**src/rtl/circuito_pkg.sv**
```systemverilog
// Shared constants and helpers for the distance-gated LED blinker.
package circuito_pkg;

  localparam int CLK_HZ_PADRAO   = 100;
  localparam int TOGGLE_S_PADRAO = 5;
  localparam int LIM_MIN_PADRAO  = 2;
  localparam int LIM_MAX_PADRAO  = 30;

  // Counter width able to hold 0 .. ticks-1, never narrower than one bit.
  function automatic int largura_contador(input int ticks);
    return (ticks <= 2) ? 1 : $clog2(ticks);
  endfunction

endpackage

```
**src/rtl/divisor_frequencia.sv**
```systemverilog
// Clock divider: counts while enabled and emits a one-cycle tick every
// TICKS cycles. Dropping the enable clears the count so the phase restarts.
module divisor_frequencia
  import circuito_pkg::*;
#(
  parameter int TICKS = CLK_HZ_PADRAO * TOGGLE_S_PADRAO
) (
  input  logic clk,
  input  logic rst_n,
  input  logic en,
  output logic tick
);

  localparam int             W      = largura_contador(TICKS);
  localparam logic [W-1:0]   ULTIMO = W'(TICKS - 1);

  if (TICKS < 2) begin : g_ticks_invalido
    $error("divisor_frequencia: TICKS must be at least 2");
  end

  logic [W-1:0] contador;

  // The tick is decoded from the registered count, so it is glitch-free and
  // lands on the cycle the counter wraps.
  assign tick = en && (contador == ULTIMO);

  // Count while enabled, wrap on the last value, clear when disabled.
  always_ff @(posedge clk) begin
    // NOTE: state uses non-blocking assignments so every flop samples the
    // pre-edge values; blocking here would create order-dependent races.
    if (!rst_n) begin
      contador <= '0;
    end else if (!en) begin
      contador <= '0;
    end else if (tick) begin
      contador <= '0;
    end else begin
      contador <= contador + 1'b1;
    end
  end

endmodule

```
**src/rtl/circuito_pisca_led.sv**
```systemverilog
// Distance-gated LED blinker: while the distance reading sits inside the
// window, the LED toggles every TOGGLE_S seconds; outside it the LED is off.
module circuito_pisca_led
  import circuito_pkg::*;
#(
  parameter int CLK_HZ   = CLK_HZ_PADRAO,
  parameter int TOGGLE_S = TOGGLE_S_PADRAO,
  parameter int LIM_MIN  = LIM_MIN_PADRAO,
  parameter int LIM_MAX  = LIM_MAX_PADRAO
) (
  input  logic       clk,
  input  logic       rst_n,
  input  logic [7:0] distancia_cm,
  output logic       led,
  output logic       dentro_limite
);

  localparam int         TICKS     = CLK_HZ * TOGGLE_S;
  localparam logic [7:0] LIM_MIN_8 = 8'(LIM_MIN);
  localparam logic [7:0] LIM_MAX_8 = 8'(LIM_MAX);

  if (LIM_MIN > LIM_MAX) begin : g_janela_invalida
    $error("circuito_pisca_led: LIM_MIN must not exceed LIM_MAX");
  end
  if (LIM_MIN < 0 || LIM_MAX > 255) begin : g_janela_fora_8bit
    $error("circuito_pisca_led: window limits must fit in 8 bits");
  end

  logic na_janela;
  logic tick;

  // Unsigned 8-bit window compare; 0 and 255 are simply out of range.
  assign na_janela = (distancia_cm >= LIM_MIN_8) && (distancia_cm <= LIM_MAX_8);

  // Register the in-range flag; it also gates the divider.
  always_ff @(posedge clk) begin
    if (!rst_n) begin
      dentro_limite <= 1'b0;
    end else begin
      dentro_limite <= na_janela;
    end
  end

  divisor_frequencia #(
    .TICKS (TICKS)
  ) u_divisor (
    .clk   (clk),
    .rst_n (rst_n),
    .en    (dentro_limite),
    .tick  (tick)
  );

  // LED toggles on each tick; leaving the window forces it off, and that
  // clear takes priority over a coincident tick.
  always_ff @(posedge clk) begin
    if (!rst_n) begin
      led <= 1'b0;
    end else if (!dentro_limite) begin
      led <= 1'b0;
    end else if (tick) begin
      led <= ~led;
    end
  end

endmodule

```
**config.mk**
```make
export PLATFORM = sky130hd
export DESIGN_NAME = circuito_pisca_led
export DESIGN_NICKNAME = d
export VERILOG_FILES = /design/src/rtl/circuito_pkg.sv /design/src/rtl/divisor_frequencia.sv /design/src/rtl/circuito_pisca_led.sv
export SDC_FILE = /design/constraint.sdc
export NUM_CORES = 1
export LEC_CHECK = 0
export CORE_AREA = 2 2 39 41
export CTS_CLUSTER_SIZE = 10
export DETAILED_ROUTE_END_ITERATION = 7
export DIE_AREA = 0 0 41 43
export SYNTH_ARGS = -nofsm -noshare
export SYNTH_HDL_FRONTEND = slang
export SYNTH_SLANG_ARGS = --single-unit
```
**constraint.sdc**
```tcl
create_clock -name clk -period 1.4 [get_ports clk]
set_input_delay 0.28 -clock clk [delete_from_list [all_inputs] [get_ports clk]]
set_output_delay 0.28 -clock clk [all_outputs]
set_load 0.1 [all_outputs]
```
# Word-level counts from Yosys, hierarchy flattened
# Cells that the tools add are included.
[totals]
regBits = 11
input_bits = 10
output_inout_bits = 2
word_cells = 14
[classes]
n_addsub = 1
n_lt_le_gt_ge = 2
eq_ne = 1
n_bitwise = 3
reduce_logical = 4
[ops]
columns = ["cell", "n"]
rows = [
  ["$add A9 B1 Y9 const B", 1],
  ["$eq A9 B9 Y1 const B", 1],
  ["$ge A8 B2 Y1 const B", 1],
  ["$le A8 B5 Y1 const B", 1],
  ["$not A1 Y1", 3],
  ["$reduce_or A3 Y1", 1],
  ["$logic_and A1 B1 Y1", 2],
  ["$reduce_and A2 Y1", 1],
]

# Longest topological paths before layout
# Gate-level depths: netlist (run 1).
[logic_depth]
ltp_word = 3
depth_mapped = 5
depth_no_buf = 5

# Cells and area by module
# A second synthesis (run 1) with hierarchy kept.
[hier_totals]
hier_cells = 56
area_unflattened_um2 = 503.0
[modules_own_cells]
columns = ["mod", "n_inst", "cells_per_inst", "area_per_inst_um2", "seq_area_each_um2"]
rows = [
  ["divisor_frequencia", 1, 48, 415.4, 180.2],
  ["circuito_pisca_led", 1, 8, 87.6, 40.0],
]

# Least setup slack after synthesis (run 1)
# No wires, ideal clock.
[synth_path]
path_type = "register -> register"
from = "register dentro_limite"
to = "register u_divisor.contador[2]"
setup_ns = 0.120
arrival_time_ns = 1.436
required_time_ns = 1.280
path_slack_ns = -0.157
path_stages_with_launch = 4
path_buffers = 0
synth_period_minus_slack_ns = 1.557
path_cell_list = "dfxtp_1 > nand3_2 > nand3_2 > nor2_1"
[synth_via]
elab_chain_cells = 2
word_cells_on_any_way = 3
classes_between = "bitwise (1); reduce/logical (2)"
[synth_rtl]
columns = ["item", "line_no", "source"]
rows = [
  ["start, declared", "circuito_pisca_led.sv:15", "output logic dentro_limite"],
  ["start signal, assigned", "circuito_pisca_led.sv:40", "dentro_limite <= na_janela;"],
  ["$logic_and A1 B1 Y1 / $not A1 Y1 (equally long branches)", "n/a", ""],
  ["$reduce_or A3 Y1 (no source line) *", "n/a", ""],
  ["end signal, assigned", "divisor_frequencia.sv:38", "contador <= contador + 1'b1;"],
  ["end, declared", "divisor_frequencia.sv:21", "logic [W-1:0] contador;"],
]
# Every way passes the cells marked *; elsewhere a longest branch is shown, timed or not.
# A chain may end at the register's enable or synchronous reset.

# Final worst setup path (run 1)
[layout_path]
from = "register u_divisor.contador[1]"
to = "register u_divisor.contador[6]"
[layout_via]
elab_chain_cells = 3
word_cells_on_any_way = 4
classes_between = "add/sub (1); eq/ne (1); reduce/logical (2)"
[layout_rtl]
columns = ["item"]
rows = [
  ["parallel branches: the longest is 3 deep, another holds $add A9 B1 Y9"],
]
# Several ways; the timed one is not identified.

==> impl_metrics.json, run 1 <==
{
  "crit_path_end_kind": "register",
  "ys_seq_elements": 11,
  "netlist_area_um2": 488,
  "dr.pass1.iters": 1,
  "grt_pass1_vias": 420,
  "placed_area_um2": 662,
  "syn_avg_cell_area_um2": 9.57,
  "start_util_pct": 35.3,
  "postRouteAntennaNets": 0,
  "synthTopCellsByArea": "dfxtp_1, nor2_1, xnor2_1, xor2_1, nand3_2",
  "htreeDepth": 1,
  "worstHoldPathType": "register to register",
  "port_buffers": 11,
  "r2r_start": "u_divisor.contador[1]$_SDFF_PP0_",
  "cp_slowest_stage_delay_ns": 0.35,
  "place_congestion": 0.662,
  "grt_max_degree": 8,
  "path_cells": "ha_1 -> and4bb_4 -> nand3_2 -> nand3_2 -> nor2_1",
  "drive_above_1_share_pct": 20.3,
  "fp-row-count": 14,
  "clk_path_buf_depth": 2,
  "min_from": "u_divisor.contador[8]$_SDFF_PP0_",
  "syn_inst": 51,
  "holdBufCountCts": 0,
  "fin_util_pct": 49.7,
  "cts_buffers": 3,
  "die_y_um": 43,
  "syn-num-nets": 62,
  "seq_area_um2": 221,
  "timing.fmax_mhz": 823,
  "fillCellCount": 136,
  "power_mw": 0.577,
  "nNetsFinal": 81,
  "place_hpwl_um": 766,
  "grt_pass1_wl_um": 1700,
  "ff2ff_path_depth": 5,
  "worstSetupPathType": "register to register",
  "vias": 421,
  "cts_resized": 0,
  "ios": 12,
  "cp_max_fo": 7,
  "ir_drop_mv": 0.453,
  "cts_sinks": 11,
  "final_max_slew_viol_count": 0,
  "multi_input_area_um2": 264,
  "num_antenna_cells": 0,
  "fin_tns_setup_ns": 0,
  "dieArea_mm2": 0.00176,
  "whs_endpoint": "u_divisor.contador[8]$_SDFF_PP0_",
  "arrival_ns": 1.38,
  "cp_slowest_cell": "dfxtp_1",
  "synthDistinctLibCells": 20,
  "crit_path_start_kind": "register",
  "clk_pin_slew_ns": 0.07,
  "postCtsSetupBuffers": 0,
  "maxSlewHeadroom_pct": 81.2,
  "syn2layout_area_growth_pct": 41.0,
  "ff2ff_setup_slack_ns": 0.19,
  "critPathMostFrequentCell": "nand3_2",
  "finalCritPeriodShare_pct": 86.8,
  "cts_tree": "yes",
  "rsz0062_at_grt": "false",
  "grt_usage_pct": 14.4,
  "drt_iter0_drc": 0,
  "core_mm2": 0.00138,
  "r2r-end": "u_divisor.contador[6]$_SDFF_PP0_",
  "hold_viol_final": 0,
  "design_area_um2": 688,
  "finalSetupViolations": 0,
  "post_drt_wl_per_cell_um": 11.1,
  "route.detailed.drc": 0,
  "insertion_delay_ns": 0.27,
  "antenna_found_initial": 0,
  "whs_path_depth": 1,
  "viasPerCell": 4.95,
  "powerDensity_mw_per_mm2": 838,
  "crit_required_ns": 1.56,
  "grt.overflow.total": 0,
  "synth.largest_area_cell": "dfxtp_1",
  "status": "complete, no violations",
  "synth_warnings": 0,
  "synth_top_cell_area_share_pct": 45.1,
  "wl_um": 947,
  "ys_seq_area_share_pct": 45.1,
  "p_leak_nw": 0.238,
  "cts_root_buf": "clkbuf_4",
  "cap_violations": 0,
  "fin_skew_ns": 0.00373,
  "final.min_clock_period_ns": 1.21,
  "die_x_um": 41,
  "tightest_slew_ns": 0.279
}
-- layout make-up --
type / count / share of cell area [%]
Sequential cell: 11 / 32.2
Multi-Input combinational cell: 39 / 38.4
Tap cell: 16 / 2.91
Clock buffer: 4 / 3.82
Timing Repair Buffer: 14 / 22.2
Inverter: 1 / 0.545
-- critical path, delay by kind of cell, from the launching register on --
family | cells | cell delay, ns
and+or+nand+nor | 4 | 0.58
adders and majority gates | 1 | 0.18
DFF | 1 | 0.35
-- cells by family after synthesis --
| logic type | share of synthesized area [%] |
|---|---|
| xor+xnor | 10.8 |
| compound gates | 12.3 |
| simple gates | 28.5 |
| buf+inv | 0.768 |
| flops | 45.1 |
| fa+ha+maj | 2.56 |
-- stage by stage --
step	setup slack, ns	hold WS, ns	std cells
finish	0.185	0.489	85
global route	0.0837	0.535	85
CTS	0.155	0.494	85
floorplan	0.104	0.371	51
detailed placement	0.00936	0.480	81
global placement	0.0607	0.485	81
-- how the worst max path moves through the flow --
stage,start,to,slack [ns],cells past startpoint
finish,u_divisor.contador[1]$_SDFF_PP0_,u_divisor.contador[6]$_SDFF_PP0_,0.19,5
global route,u_divisor.contador[0]$_SDFF_PP0_,u_divisor.contador[8]$_SDFF_PP0_,0.08,5
CTS,u_divisor.contador[1]$_SDFF_PP0_,u_divisor.contador[6]$_SDFF_PP0_,0.15,5
detailed placement,distancia_cm[7],dentro_limite$_SDFF_PN0_,0.009,4
global placement,rst_n,dentro_limite$_SDFF_PN0_,0.06,4
floorplan,led$_SDFFE_PN0P_,led$_SDFFE_PN0P_,0.10,2
-- flip-flops by register name (all words and copies together) (netlist names) --
name	flops
u_divisor.contador	9
led	1
dentro_limite	1
-- placed cells by master (no fill, tap or decap) --
cell type	n
nand2_1	5
xor2_1	3
nand3_2	2
xnor2_1	3
and4bb_4	1
buf_12	2
nor2_1	10
a31oi_1	2
clkdlybuf4s50_1	9
buf_4	3
a31o_1	1
dfxtp_2	1
clkbuf_4	3
nand3_1	3
dfxtp_1	10
a311oi_1	1
clkbuf_1	1
and4_1	1
nor4b_1	1
a41oi_1	1
ha_1	1
inv_1	1
and3_2	1
o41ai_1	1
and3_1	1
a211oi_2	1
-- routing by layer --
layer  vias up  GRT usage, %  share of wire [%]
li1        221             -                  -
met5         -             0                  0
met2        14          22.8                 48
met4         0          8.00                2.2
met3         4          3.66                5.5
met1       182          16.6                 44
-- cell usage after synthesis --
cell	instances
dfxtp_1	11
nor2_1	10
nand2_1	5
nand3_1	3
xnor2_1	3
xor2_1	3
a31oi_1	2
nand3_2	2
a211oi_2	1
a311oi_1	1
a31o_1	1
a41oi_1	1
and3_1	1
and3_2	1
and4_1	1
and4bb_4	1
ha_1	1
inv_1	1
nor4b_1	1
o41ai_1	1
-- report_power, final --
group	internal, mW	leakage [nW]	switching [mW]
Combinational	0.0295	0.133	0.0149
Clock	0.110	0.0150	0.106
Sequential	0.314	0.0891	0.00227
Total	0.454	0.238	0.123
(Power assumes the default switching activity.)
==> inputs of run 2 (changes only) <==
--- a/config.mk
+++ b/config.mk
@@ -5,10 +5,14 @@
 export SDC_FILE = /design/constraint.sdc
 export NUM_CORES = 1
 export LEC_CHECK = 0
-export CORE_AREA = 2 2 39 41
+export CELL_PAD_IN_SITES_DETAIL_PLACEMENT = 0
+export CELL_PAD_IN_SITES_GLOBAL_PLACEMENT = 1
+export CORE_MARGIN = 2
+export CORE_UTILIZATION = 33
 export CTS_CLUSTER_SIZE = 10
 export DETAILED_ROUTE_END_ITERATION = 7
-export DIE_AREA = 0 0 41 43
+export PLACE_DENSITY_LB_ADDON = 0.1
 export SYNTH_ARGS = -nofsm -noshare
 export SYNTH_HDL_FRONTEND = slang
 export SYNTH_SLANG_ARGS = --single-unit
+export TNS_END_PERCENT = 100
==> run 2 against run 1 <==
Against the previous run: maximum frequency shrank 1.6%; largest cell class unchanged; sequential power is essentially flat; via count shrank 1.7%; critical path depth is the same; utilization grew 1.9 points; clock power is essentially flat; die area grew 2.2%; flip-flop and latch count is the same; clock skew grew 0.0016 ns; non-clock buffer count is the same.
==> impl_metrics.json, run 2 (synthesis results as in run 1) <==
{
  "min_from": "u_divisor.contador[8]$_SDFF_PP0_",
  "cap_violations": 0,
  "grt.overflow.total": 0,
  "powerDensity_mw_per_mm2": 840,
  "htreeDepth": 1,
  "ios": 12,
  "nNetsFinal": 81,
  "cp_slowest_cell": "dfxtp_1",
  "worstHoldPathType": "register to register",
  "dieArea_mm2": 0.00180,
  "hold_viol_final": 0,
  "post_drt_wl_per_cell_um": 10.8,
  "grt_pass1_vias": 398,
  "p_leak_nw": 0.240,
  "dr.pass1.iters": 3,
  "fin_tns_setup_ns": 0,
  "cp_slowest_stage_delay_ns": 0.35,
  "top_register": "u_divisor.contador",
  "route.detailed.drc": 0,
  "largest_register_ffs": 9,
  "ir_drop_mv": 0.367,
  "startpoint": "u_divisor.contador[1]$_SDFF_PP0_",
  "vias": 414,
  "drt_iter0_drc": 4,
  "finalCritPeriodShare_pct": 88.2,
  "arrival_ns": 1.40,
  "reg_top3": "u_divisor.contador x9, dentro_limite x1, led x1",
  "cts_resized": 0,
  "cts_buffers": 3,
  "cp_max_fo": 7,
  "clk_path_buf_depth": 2,
  "antenna_found_initial": 0,
  "critPathTopFamily": "simple AND/OR/NAND/NOR gates",
  "die_y_um": 42.5,
  "crit_required_ns": 1.57,
  "start_util_pct": 36.6,
  "grt_pass1_wl_um": 1560,
  "postCtsSetupBuffers": 0,
  "die_x_um": 42.5,
  "worstSetupPathType": "register to register",
  "final_max_slew_viol_count": 0,
  "place_congestion": 0.717,
  "fp-row-count": 13,
  "wl_um": 904,
  "cts_root_buf": "clkbuf_4",
  "clk_pin_slew_ns": 0.07,
  "mostFrequentLayoutCells": "nor2_1, dfxtp_1, clkdlybuf4s50_1, nand2_1",
  "rsz0062_at_grt": "false",
  "num_antenna_cells": 0,
  "maxSlewHeadroom_pct": 81.5,
  "status": "complete, no violations",
  "port_buffers": 11,
  "cp_num_buf_inv": 0,
  "r2r_start": "u_divisor.contador[1]$_SDFF_PP0_",
  "finalSetupViolations": 0,
  "core_mm2": 0.00133,
  "dpl.cell_count": 80,
  "insertion_delay_ns": 0.28,
  "holdBufCountCts": 0,
  "cts_sinks": 11,
  "crit_path_end_kind": "register",
  "grt_max_degree": 8,
  "timing.fmax_mhz": 810,
  "path_cells": "ha_1 -> and4bb_4 -> nand3_2 -> nand3_2 -> nor2_1",
  "viasPerCell": 4.93,
  "final_cells": 84,
  "cts_tree": "yes",
  "postRouteAntennaNets": 0,
  "critPathMostFrequentCell": "nand3_2",
  "final.min_clock_period_ns": 1.23,
  "syn2layout_area_growth_pct": 41.0,
  "crit_path_start_kind": "register",
  "grt_usage_pct": 12.5,
  "fin_skew_ns": 0.00533,
  "drive_above_1_share_pct": 21.7,
  "tightest_slew_ns": 0.274
}
[run 2: cell count changes in the layout (fill, tap and decap cells not counted)]
| cell | before | now |
|---|---|---|
| clkinv_2 | 0 | 1 |
| clkbuf_1 | 1 | 0 |
[run 2: cell type report]
class | count | area [µm²]
fill | 137 | 646
tap | 15 | 18.8
multi-input combinational | 39 | 264
clock buffer | 3 | 22.5
sequential | 11 | 221
clock inverter | 1 | 5.00
timing repair buffer | 14 | 153
inverter | 1 | 3.75
[run 2: final timing paths]
| path | slack (ns) | end | cells after the start |
|---|---|---|---|
| setup / recovery | 0.17 | u_divisor.contador[6]$_SDFF_PP0_ | 5 |
| hold / removal | 0.49 | u_divisor.contador[8]$_SDFF_PP0_ | 1 |
| setup reg to reg | 0.17 | u_divisor.contador[6]$_SDFF_PP0_ | 5 |
| hold reg to reg | 0.49 | u_divisor.contador[8]$_SDFF_PP0_ | 1 |
[run 2: through the flow]
step	cell area [µm²]	hold slack (ns)	util, %	setup slack, ns	total power, mW
after floorplan	489	0.371	-	0.104	0.333
after global placement	661	0.477	49.5	0.0817	0.368
after detailed placement	661	0.476	49.5	0.0932	0.367
after CTS	688	0.488	51.6	0.142	0.590
after global routing	688	0.502	51.6	0.0811	0.611
final	688	0.486	51.6	0.166	0.578
[run 2: layer usage]
metal	vias to the layer above	wire [µm]	track usage, %
met5	-	0	0
met4	0	25	9.38
met3	4	78	7.76
met2	12	404	18.5
met1	175	395	12.6
li1	223	-	-
[run 2: power by group]
part	leakage, nW	total (mW)	switching, mW	internal, mW
Combinational	0.133	0.0435	0.0141	0.0294
Clock	0.0177	0.218	0.112	0.106
Sequential	0.0891	0.316	0.00208	0.314
[run 2: worst reg2reg max path, cell delays in order (launching register included)]
cell	delay [ns]
dfxtp_1	0.35
ha_1	0.18
and4bb_4	0.26
nand3_2	0.10
nand3_2	0.16
nor2_1	0.07
